`config.mk`:
```
export PLATFORM = sky130hd
export DESIGN_NAME = dmux16_32_reg
export DESIGN_NICKNAME = d
export VERILOG_FILES = /design/src/rtl/dmux16_32_reg.sv
export SDC_FILE = /design/constraint.sdc
export NUM_CORES = 1
export LEC_CHECK = 0
export CORE_UTILIZATION = 25
export CTS_BUF_LIST = sky130_fd_sc_hd__clkbuf_4 sky130_fd_sc_hd__clkbuf_8 sky130_fd_sc_hd__clkbuf_16
export DETAILED_ROUTE_END_ITERATION = 12
export SLEW_MARGIN = 20
export SYNTH_ARGS = -nofsm -noshare
export SYNTH_HDL_FRONTEND = slang
export SYNTH_SLANG_ARGS = --single-unit
export TNS_END_PERCENT = 50
```
`constraint.sdc`:
```
create_clock -name clk -period 3.5 [get_ports clk]
set_clock_uncertainty 0.2 [all_clocks]
set_input_delay 0.7 -clock clk [delete_from_list [all_inputs] [get_ports clk]]
set_output_delay 0.7 -clock clk [all_outputs]
set_load 0.05 [all_outputs]
```
`src/rtl/dmux16_32_reg.sv`:
```
`default_nettype none
// ============================================================================
// Module      : dmux16_32_reg
// Description : Registered 1-to-6 32-bit demultiplexer with valid/ready
//               handshake, illegal-select drop flag and saturating drop count.
// Revision    : 1.0 - initial release
// ============================================================================
module dmux16_32_reg (
    input  logic        clk,
    input  logic        rst,
    input  logic        in_valid,
    output logic        in_ready,
    input  logic [31:0] in_data,
    input  logic [2:0]  in_sel,
    output logic [5:0]  out_valid,
    input  logic [5:0]  out_ready,
    output logic [31:0] out_data,
    output logic        err,
    output logic [7:0]  drop_cnt,
    input  logic        err_clr
);

    localparam logic [2:0] c_LAST_SEL = 3'd5;
    localparam logic [7:0] c_CNT_MAX  = 8'd255;

    logic        r_full;
    logic [2:0]  r_dest;
    logic [31:0] r_data;
    logic [5:0]  r_valid;
    logic        r_err;
    logic [7:0]  r_drop_cnt;

    logic [7:0]  w_ready_ext;
    logic        w_sel_ready;
    logic        w_xfer;
    logic        w_accept;
    logic        w_legal;
    logic        w_load;
    logic        w_drop;

    // r_dest only ever holds 0..5, the padding bits are never addressed
    assign w_ready_ext = {2'b00, out_ready};
    assign w_sel_ready = w_ready_ext[r_dest];
    assign w_xfer      = r_full & w_sel_ready;
    assign in_ready    = ~r_full | w_sel_ready;
    assign w_accept    = in_valid & in_ready;
    assign w_legal     = (in_sel <= c_LAST_SEL);
    assign w_load      = w_accept & w_legal;
    assign w_drop      = w_accept & ~w_legal;

    always_ff @(posedge clk) begin
        if (rst) begin
            r_full  <= 1'b0;
            r_dest  <= 3'd0;
            r_data  <= 32'h0000_0000;
            r_valid <= 6'b000000;
        end else if (w_load) begin
            r_full  <= 1'b1;
            r_dest  <= in_sel;
            r_data  <= in_data;
            r_valid <= 6'b000001 << in_sel;
        end else if (w_xfer) begin
            // data and destination are kept so out_data shows the last word
            r_full  <= 1'b0;
            r_valid <= 6'b000000;
        end
    end

    // A drop in the same cycle as a clear is counted after the clear
    always_ff @(posedge clk) begin
        if (rst) begin
            r_err      <= 1'b0;
            r_drop_cnt <= 8'd0;
        end else begin
            if (w_drop) begin
                r_err <= 1'b1;
            end else if (err_clr) begin
                r_err <= 1'b0;
            end

            if (err_clr) begin
                r_drop_cnt <= w_drop ? 8'd1 : 8'd0;
            end else if (w_drop && (r_drop_cnt != c_CNT_MAX)) begin
                r_drop_cnt <= r_drop_cnt + 8'd1;
            end
        end
    end

    assign out_valid = r_valid;
    assign out_data  = r_data;
    assign err       = r_err;
    assign drop_cnt  = r_drop_cnt;

endmodule
`default_nettype wire

```
==> run_results.csv <==
group,metric,value,unit
clock_tree,cts-resized-gates,0,
critical_path,crit_fanout,6,
drt,routed_via_density,4.49,
clock_tree,cts_htree_levels,2,
floorplan,ios,93,
clock_tree,cts.path.max_buffers,2,
global_routing,grt_pass1_vias,1837,
place,dpl_worst_slack,486,ps
power,leakage,1.11,nW
floorplan,core_area,7730,um2
synth,seq_area_frac_synth,50.9,%
final_layout,fin_nets,379,
sta,drv_slew,0,
clock_tree,post_cts_buffers,0,
synth,netlist_instances,242,
synth,synth_common_cells,"nand2_1, dfxtp_1, a21oi_1, clkbuf_1",
clock_tree,cts_hold_buf,0,
final_layout,n_fill_cell,762,
synth,synth.distinct_cells,38,
clock_tree,clk_latency,290,ps
flow_run,maxCapViolations,0,
floorplan,fp.dieArea,8380,um2
drt,first_pass_iters,4,
global_routing,antenna_found_initial,0,
power,p_per_area,412,nW/um2
final_layout,areaGrowthSynthToFinish,57.4,%
global_routing,grt_max_degree,35,
sta,setup_viol,0,
synth,synthesis.area,2000,um2
synth,synthFlopType,"dfxtp_1",
synth,synthTopCellsByArea,"dfxtp_1, nand2_1, a21oi_1, clkbuf_1, mux2i_1",
global_routing,overflow,0,
synth,yosys.area.top_type,"dfxtp_1",
hold_path,hold_class,"flop to flop",
floorplan,start_util,25.9,%
sta,tightestPinTransition,516,ps
sta,finalCritPeriodShare,86.0,%
critical_path,r2r_setup_slack,1360,ps
drt,drt-total-wl,5.35,mm
synth,synth_edf_count,0,
drt,drt-initial-drc-count,85,
critical_path,reg2reg_from,"r_dest[0]$_SDFFE_PP0P_",
drt,routedWlPerCell,12.3,um
critical_path,crit_path_end,"in_ready",
critical_path,path_delay_family,"buffers and inverters",
global_routing,grt_pass1_wl,9.09,mm
synth,avgSynthCellArea,8.28,um2
sta,rsz0062_at_grt,"false",
global_routing,track_usage,13.4,%
synth,synth_nets,288,
drt,vias,1956,
sta,max_freq,332,MHz
critical_path,cp-end-kind,"output port",
clock_tree,clk_pin_slew,90,ps
final_layout,insertedDiodeCount,0,
place,gp_congestion,0.763,
clock_tree,cts_root_buf,"clkbuf_8",
critical_path,r2r-end,"out_valid[1]$_SDFFE_PP0P_",
critical_path,cp.depth,5,
sta,worst_slack,489,ps
clock_tree,clock_sinks,51,
critical_path,critPathBufInv,2,
final_layout,drive_gt1_share,6.59,%
synth,ys_warn_count,0,
floorplan,die_y,91.5,um
status,run_status,"completed",
place,numPortBuffers,92,
critical_path,critical_path_arrival,2110,ps
clock_tree,cts_tree,"done",
floorplan,fp-row-count,32,
drt,drcViolationCount,0,
clock_tree,numCtsBuffers,5,
critical_path,r2r_cells,5,
synth,async_flop_share,0,%
sta,setup_tns,0,ps
synth,synth-seq-cells,51,
critical_path,critPathLaunchType,"input port",
drt,ant_nets,0,
critical_path,critical_path.max_stage_delay,460,ps
power,ir_drop,0.176,mV
sta,hold_violations,0,
critical_path,required,2600,ps
sta,period_needed,3010,ps
sta,relSlewSlack,65.5,%
place,dp_hpwl,3.77,mm
critical_path,path_class,"input port to output port",
synth,yosysMostFrequentCell,"nand2_1",
floorplan,fp.dieW,91.5,um
critical_path,crit_start,"out_ready[2]",
synth,yosysTopAreaCellShare,50.9,%
final_layout,final_util,40.8,%
critical_path,path_cells,"clkdlybuf4s50_1, mux2i_1, o22ai_2, or2_0, buf_12",
critical_path,slowest_stage,"clkdlybuf4s50_1",
-- where the power goes --
part / leakage, nW / total (mW) / switching [mW] / internal [mW]
registers: 0.417 / 0.626 / 0.0165 / 0.609
logic: 0.640 / 0.300 / 0.179 / 0.121
clock network: 0.0549 / 0.375 / 0.186 / 0.189
-- worst min path at each step --
stage | from | endpoint | cells past startpoint | slack, ps
finish | out_data[14]$_SDFFE_PP0P_ | out_data[14]$_SDFFE_PP0P_ | 2 | 260
CTS | out_data[14]$_SDFFE_PP0P_ | out_data[14]$_SDFFE_PP0P_ | 2 | 260
floorplan | r_dest[0]$_SDFFE_PP0P_ | r_dest[0]$_SDFFE_PP0P_ | 2 | 300
detailed placement | out_data[14]$_SDFFE_PP0P_ | out_data[14]$_SDFFE_PP0P_ | 2 | 250
global route | out_data[4]$_SDFFE_PP0P_ | out_data[4]$_SDFFE_PP0P_ | 2 | 280
global placement | out_data[2]$_SDFFE_PP0P_ | out_data[2]$_SDFFE_PP0P_ | 2 | 240
-- cell type report --
class	count	area, um2	area share [%]
timing repair buffer	96	961	30.5
sequential	51	1020	32.4
multi-input combinational	174	922	29.2
clock buffer	8	104	3.29
tap	102	128	4.05
inverter	5	18.8	0.595
-- per-stage QoR --
| stage | total power [mW] | hold slack, ps | instances | area, um2 |
|---|---|---|---|---|
| floorplan | 0.812 | 299 | 242 | 2000 |
| global placement | 0.941 | 241 | 428 | 3050 |
| detailed placement | 0.942 | 248 | 428 | 3050 |
| CTS | 1.33 | 261 | 436 | 3150 |
| global route | 1.37 | 279 | 436 | 3150 |
| finish | 1.30 | 259 | 436 | 3150 |
-- state kept, by name, summed over array words and instances, names as in the netlist --
register   cells
drop_cnt       8
err            1
out_data      32
out_valid      6
r_dest         3
r_full         1
-- per-layer routing --
layer / track usage, % / vias to the layer above / part of all wire [%]
met5: 0 / - / 0
met3: 4.36 / 4 / 6.1
met1: 16.6 / 883 / 46
met2: 22.4 / 52 / 47
li1: - / 1017 / -
met4: 3.17 / 0 / 0.67
-- tightest hold or removal path: stages, from the launching register on --
cell,delay [ps]
dfxtp_1,320
nand2_1,50
a21oi_1,50
-- kinds of logic (layout without fill, tap and decap cells) --
family | count (synthesis) | count (layout) | synth area share, %
AND/OR/NAND/NOR | 103 | 103 | 22.3
AO/OA/AOI/OAI | 66 | 66 | 20.8
flip-flops | 51 | 51 | 50.9
multiplexers | 4 | 4 | 2.00
adder cells (fa/ha/maj) | 1 | 1 | 0.624
buffers and inverters | 17 | 109 | 3.25
-- cell usage in the layout, fill, tap and decap left out, types with 4 or more instances in the layout --
cell,synthesis,final
mux2i_1,4,4
clkdlybuf4s50_1,0,91
a22o_1,4,4
a21oi_1,40,40
inv_1,5,5
buf_4,0,4
nand2_1,71,71
o21ai_2,3,4
dfxtp_1,51,51
clkbuf_8,0,7
nor3_1,5,5
nor2_1,5,5
Note: power is estimated with default switching activity, not from simulation.
